**config.mk**
```make
export PLATFORM = sky130hd
export DESIGN_NAME = mips_multicycle_ctrl
export DESIGN_NICKNAME = d
export VERILOG_FILES = /design/src/rtl/mips_multicycle_ctrl.sv
export SDC_FILE = /design/constraint.sdc
export NUM_CORES = 1
export LEC_CHECK = 0
export BUFFER_PORTS_ARGS = -buffer_cell sky130_fd_sc_hd__buf_2
export CORE_MARGIN = 2
export CORE_UTILIZATION = 35
export CTS_CLUSTER_SIZE = 20
export DETAILED_ROUTE_END_ITERATION = 10
export PLACE_DENSITY = 0.76
export RECOVER_POWER = 50
export SLEW_MARGIN = 20
export SYNTH_ARGS = -nofsm -noshare
export SYNTH_HDL_FRONTEND = slang
export SYNTH_SLANG_ARGS = --single-unit
```
**constraint.sdc**
```tcl
create_clock -name ck -period 1.3 [get_ports ck]
set_input_delay 0.065 -clock ck [delete_from_list [all_inputs] [get_ports ck]]
set_output_delay 0.065 -clock ck [all_outputs]
set_load 0.005 [all_outputs]
```
**src/rtl/mips_multicycle_ctrl.sv**
```systemverilog
// Multicycle MIPS control unit: Moore FSM decoding opcode/funct from the IR.
// Ports: ck/rt (clock, async active-low reset), opcode/funct in; datapath strobes out.
module mips_multicycle_ctrl (
  input  logic       ck,
  input  logic       rt,
  input  logic [5:0] opcode,
  input  logic [5:0] funct,
  output logic       IorD,
  output logic       IRWrite,
  output logic       RegDst,
  output logic       MemtoReg,
  output logic       ALUSrcA,
  output logic       RegWrite,
  output logic       PCWrite,
  output logic       Branch,
  output logic       MemWrite,
  output logic [1:0] ALUSrcB,
  output logic [1:0] PCSrc,
  output logic [2:0] ALUcontrole,
  output logic [3:0] state
);

  localparam logic [5:0] OP_RTYPE = 6'b000000;
  localparam logic [5:0] OP_LW    = 6'b100011;
  localparam logic [5:0] OP_SW    = 6'b101011;
  localparam logic [5:0] OP_BEQ   = 6'b000100;
  localparam logic [5:0] OP_ADDI  = 6'b001000;
  localparam logic [5:0] OP_J     = 6'b000010;

  localparam logic [2:0] ALU_ADD = 3'b010;
  localparam logic [2:0] ALU_SUB = 3'b110;
  localparam logic [2:0] ALU_AND = 3'b000;
  localparam logic [2:0] ALU_OR  = 3'b001;
  localparam logic [2:0] ALU_SLT = 3'b111;

  typedef enum logic [3:0] {
    S_FETCH  = 4'd0,
    S_DECODE = 4'd1,
    S_MEMADR = 4'd2,
    S_MEMRD  = 4'd3,
    S_MEMWB  = 4'd4,
    S_MEMWR  = 4'd5,
    S_EXEC   = 4'd6,
    S_ALUWB  = 4'd7,
    S_BRANCH = 4'd8,
    S_ADDIEX = 4'd9,
    S_ADDIWB = 4'd10,
    S_JUMP   = 4'd11
  } state_e;

  state_e     state_q, state_d;
  logic [2:0] alu_rtype;

  always_ff @(posedge ck or negedge rt) begin
    if (!rt) state_q <= S_FETCH;
    else     state_q <= state_d;
  end

  always_comb begin
    state_d = S_FETCH;
    case (state_q)
      S_FETCH:  state_d = S_DECODE;
      S_DECODE: begin
        case (opcode)
          OP_LW,
          OP_SW:    state_d = S_MEMADR;
          OP_RTYPE: state_d = S_EXEC;
          OP_BEQ:   state_d = S_BRANCH;
          OP_ADDI:  state_d = S_ADDIEX;
          OP_J:     state_d = S_JUMP;
          default:  state_d = S_FETCH;
        endcase
      end
      S_MEMADR: state_d = (opcode == OP_SW) ? S_MEMWR : S_MEMRD;
      S_MEMRD:  state_d = S_MEMWB;
      S_EXEC:   state_d = S_ALUWB;
      S_ADDIEX: state_d = S_ADDIWB;
      default:  state_d = S_FETCH;
    endcase
  end

  always_comb begin
    alu_rtype = ALU_ADD;
    case (funct)
      6'b100000: alu_rtype = ALU_ADD;
      6'b100010: alu_rtype = ALU_SUB;
      6'b100100: alu_rtype = ALU_AND;
      6'b100101: alu_rtype = ALU_OR;
      6'b101010: alu_rtype = ALU_SLT;
      default:   alu_rtype = ALU_ADD;
    endcase
  end

  always_comb begin
    IorD        = 1'b0;
    IRWrite     = 1'b0;
    RegDst      = 1'b0;
    MemtoReg    = 1'b0;
    ALUSrcA     = 1'b0;
    RegWrite    = 1'b0;
    PCWrite     = 1'b0;
    Branch      = 1'b0;
    MemWrite    = 1'b0;
    ALUSrcB     = 2'b00;
    PCSrc       = 2'b00;
    ALUcontrole = ALU_ADD;
    case (state_q)
      S_FETCH: begin
        IRWrite = 1'b1;
        PCWrite = 1'b1;
        ALUSrcB = 2'b01;
      end
      // branch target precomputed into ALUout
      S_DECODE: ALUSrcB = 2'b11;
      S_MEMADR: begin
        ALUSrcA = 1'b1;
        ALUSrcB = 2'b10;
      end
      S_MEMRD:  IorD = 1'b1;
      S_MEMWB: begin
        RegWrite = 1'b1;
        MemtoReg = 1'b1;
      end
      S_MEMWR: begin
        IorD     = 1'b1;
        MemWrite = 1'b1;
      end
      S_EXEC: begin
        ALUSrcA     = 1'b1;
        ALUcontrole = alu_rtype;
      end
      S_ALUWB: begin
        RegWrite = 1'b1;
        RegDst   = 1'b1;
      end
      S_BRANCH: begin
        ALUSrcA     = 1'b1;
        ALUcontrole = ALU_SUB;
        Branch      = 1'b1;
        PCSrc       = 2'b01;
      end
      S_ADDIEX: begin
        ALUSrcA = 1'b1;
        ALUSrcB = 2'b10;
      end
      S_ADDIWB: RegWrite = 1'b1;
      S_JUMP: begin
        PCWrite = 1'b1;
        PCSrc   = 2'b10;
      end
      default: ;
    endcase
  end

  assign state = state_q;

endmodule

```
**Yosys cells after proc, flatten, opt, wreduce, memory -nomap -nowiden**

Index checks and enable logic that the tools add are counted.

- Output and inout port bits: 20
- Register bits after elaboration: 4
- Word-level logic and storage cells: 45
- Input bits: 14

- Reductions and logical operators: 8
- Muxes and demuxes: 16
- Equality and inequality tests: 20

Operator list:

| cell | count |
|---|---|
| $eq 6x6->1 const B | 6 |
| $pmux 4 s6 | 1 |
| $pmux 4 s5 | 1 |
| $eq 4x3->1 const B | 4 |
| $eq 4x4->1 const B | 4 |
| $pmux 3 s4 | 1 |
| $mux 1 | 9 |
| $eq 4x2->1 const B | 2 |
| $reduce_or 2->1 | 4 |
| $eq 6x2->1 const B | 1 |
| $eq 6x3->1 const B | 1 |
| $eq 6x4->1 const B | 1 |
| $logic_not 6->1 | 1 |
| $pmux 2 s3 | 1 |
| $pmux 3 s2 | 1 |
| $eq 4x1->1 const B | 1 |
| $logic_not 4->1 | 1 |
| $pmux 2 s2 | 1 |
| $reduce_or 4->1 | 1 |
| $mux 3 | 1 |
| $reduce_or 3->1 | 1 |

**Logic depth before layout (Yosys ltp)**

- Word-level depth: 4
- Gate-level depth with buffers: 5
- Depth with buffers taken out: 4

**Worst setup path after synthesis**

No wires, ideal clock.

- Kind: register -> output
- Start point: register state_q[0], in the netlist state[0]
- End point: output port ALUcontrole[1]
- Cell stages (with the launch flop): 6
- Setup slack: -0.098 ns
- Buffers on the path: 1
- Arrival: 1.333 ns
- Data required time: 1.235 ns
- Path through: dfrtp_1 -> buf_6 -> nand2b_4 -> nor2_4 -> nand3_2 -> or4b_1

- Word-level cells in the longest chain between the ends: 2
- Elaborated cells between the ends (all ways): 3
- Classes of those cells: eq/ne (2); mux (1)

Ends and longest elaborated chain:

| element | line | RTL |
|---|---|---|
| from (decl) | 51 | `state_e state_q, state_d;` |
| from (signal assigned) | 56 | `else state_q <= state_d;` |
| $eq 4x4->1 / $eq 4x3->1 (equally long branches) | 107 | `case (state_q)` |
| $pmux 3 s2 * | 107 |  |
| to (decl) | 19 | `output logic [2:0] ALUcontrole,` |

Mark *: on every way between the ends. The rest lies on a longest branch, timed or not.

**Worst setup path in the final report**

- Start point: register state_q[3], in the netlist state[3]
- End point: output port ALUcontrole[1]

Same word-level chain as after synthesis.

==> results.toml <==
[route]
route.vias.total = 630
drt_wl_total_um = 1590
detail_route.first_pass.iterations = 4
drc_errors = 0
via_per_inst = 5.21
post_drt_wl_per_cell_um = 13.2
dr.first_iter.drc_count = 6
final_antenna_net_count = 0

[flow_run]
max_cap_viol = 0

[timing]
timing.max_slew.rel_slack_pct = 70.1
rsz_0062_raised_after_global_routing = "yes"
min_period_over_period_pct = 122
fin_crit_ps = 1590
timing_worst_slew_pin_value_ps = 446
timing.final.hold_violations = 0
hold_ws_ps = 115
layout_setup_ws_ps = -285
maxSlewViolCount = 0
maxClockFrequency_mhz = 631
post_route_clock_skew_ps = 2.50
finalSetupViolations = 15

[synth]
synth_compound_area_share_pct = 16.9
synthSimpleGateAreaFrac_pct = 45.8
synth-warning-count = 0
post_synth_fa_ha_maj_area_fraction_pct = 0
synth_top_family_by_area = "simple AND/OR/NAND/NOR gates"
synth.distinct_cells = 34
syn_inst = 62
ys_seq_area_share_pct = 21.4
ys_seq_elements = 4
syn_area_um2 = 467
xor_xnor_cell_area_share_of_the_yosys_netlist_pct = 3.75
mappedNetlistNets = 76
muxShareOfSynthArea_pct = 2.14
synth_area_per_cell_um2 = 7.53

[critical_path]
start_kind = "flop"
worstSetupEndpointType = "output port"
criticalPathCategory = "reg2out"
critical_path_cell_list = "nand2b_4 -> nor2_4 -> nand3_2 -> or4b_1 -> buf_2"
timing.rr.start = "state[2]$_DFF_PN0_"
worst_ep_required_time_ps = 1240
timing.critical_path.from = "state[3]$_DFF_PN0_"
slowest_stage = "sky130_fd_sc_hd__or4b_1"
cp_max_fo = 2
slowest_delay_ps = 450
worst-endpoint-arrival_ps = 1520

[run_status]
run_status = "finished, violations left"
violations = "setup timing"

[clock_tree]
htree_num_levels = 1
worstSkewPairLatency_ps = 240
worst_case_clock_buffer_depth = 2
clock-sinks = 4
clock_tree.root_cell = "sky130_fd_sc_hd__clkbuf_4"
clkTransAtPathRegs_ps = 40
cts_buffers = 3
cts_tree = "yes"

[worst_hold_path]
worstHoldStart = "opcode[2]"
hold_path_class = "in2reg"

[floorplanning]
die_x_um = 40.5
design.die.area_um2 = 1640
number_of_placement_rows = 13
num_io_pins = 34
die-height_um = 40.5
initial_utilization_pct = 36.8
floorplan.core_area_um2 = 1270

[cells_and_area]
final_core_util_pct = 70.1
layout.cells.most_common = "sky130_fd_sc_hd__buf_2"
antenna_cells_inserted = 0
area.growth.synth_to_final_pct = 90.6
fin_nets = 122
post_route_cells_drive_above_1_share_pct = 61.3
highest_count_cells_in_the_layout_ignoring_fill_and_taps = "sky130_fd_sc_hd__buf_2, sky130_fd_sc_hd__buf_6, sky130_fd_sc_hd__nor2_1"
layout.cell_area.non_filler_um2 = 890
largest_register_ff_count = 4

[grt]
grt_pass1_vias = 467
antenna_found_initial = 0
grtUsageTotal_pct = 20.5
grt-ovfl-total = 0
grt_start_max_net_pins = 12
grt_pass1_wl_um = 2080

[placed_design]
dpl.hpwl_um = 1010
place.port_buffers = 33
dpl_cell_area_um2 = 683
dp_worst_setup_slack_ps = -79.0
gp_congestion = 0.811

[pwr]
total_power_mw = 1.46
vdd.ir_drop.worst_mv = 0.854
pwr_density_cell_nw_per_um2 = 1640
p_leak_nw = 0.438
cell usage after synthesis (all sizes together):
cell    number  share of area, %
nor2         9               8.8
nand2b       5               8.8
a21oi        4               4.3
buf          4               6.7
dfrtp        4                21
nand3        4               5.4
nor3         4               4.3
inv          3               2.4
nand2        3               2.4
nor4         2               2.7
o21ai        2               2.1
xor2         2               3.8
a21boi       1               1.6
a21o         1               1.6
a221oi       1               1.9
a31oi        1               1.3
a41o         1               2.1
and3         1               1.3
clkbuf       1              0.80
mux2i        1               2.1
nor3b        1               1.6
nor4bb       1               2.1
o41ai        1               1.9
or2          1               1.3
or3          1               1.3
or3b         1               1.9
or4          1               1.6
or4b         1               2.1
metal layers:
metal	GRT usage (%)	vias to the layer above	wire [um]	part of all wire, %
li1	-	316	-	-
met1	22.8	293	599	38
met2	33.3	21	923	58
met3	5.00	0	69	4.3
met4	15.0	0	0	0
met5	0	-	0	0
stage by stage:
step | setup TNS (ps) | cells
detailed placement | -102 | 114
CTS | -1830 | 121
global route | -2790 | 121
floorplan | -98.2 | 62
global placement | -63.0 | 114
finish | -1800 | 121
final timing paths:
check	slack (ps)	cells after the start	endpoint
setup / recovery	-290	5	ALUcontrole[1]
hold / removal	110	3	state[3]$_DFF_PN0_
setup reg to reg	-30	4	state[1]$_DFF_PN0_
hold reg to reg	700	2	state[2]$_DFF_PN0_
max in group asynchronous	910	2	state[2]$_DFF_PN0_
min in group asynchronous	190	2	state[0]$_DFF_PN0_
where the power goes:
part | switching, mW | total, mW | internal (mW)
logic | 0.525 | 1.10 | 0.575
registers | 0.0325 | 0.196 | 0.164
clock network | 0.0555 | 0.159 | 0.104
timing repair:
| item | 4_1_cts | 5_1_grt |
|---|---|---|
| gates cloned | 1 | 0 |
| buffers inserted | 5 | 0 |
| hold endpoints to repair | 4 | 0 |
| gates resized for setup | 18 | 15 |
| setup endpoints to repair | 12 | 18 |
| pin swaps | 4 | 6 |
| hold buffers | 1 | 0 |
area by class of cell:
class                   count  area (um2)
multi-input cells          50         435
fillers                    98         379
repair buffers             46         300
flip-flops and latches      4         101
clock buffers               3        22.5
well taps                  15        18.8
inverters                   3        11.3
critical path, delay by kind of cell, from the launching register on:
kind | cells | cell delay, ps
buffers and inverters | 1 | 140
AND/OR/NAND/NOR | 4 | 780
flip-flops | 1 | 360
cell families after synthesis:
group                  after synthesis
buffers and inverters                8
flip-flops                           4
AO/OA/AOI/OAI                       12
multiplexers                         1
XOR/XNOR                             2
AND/OR/NAND/NOR                     35
Power figures use the tool's default switching activity.
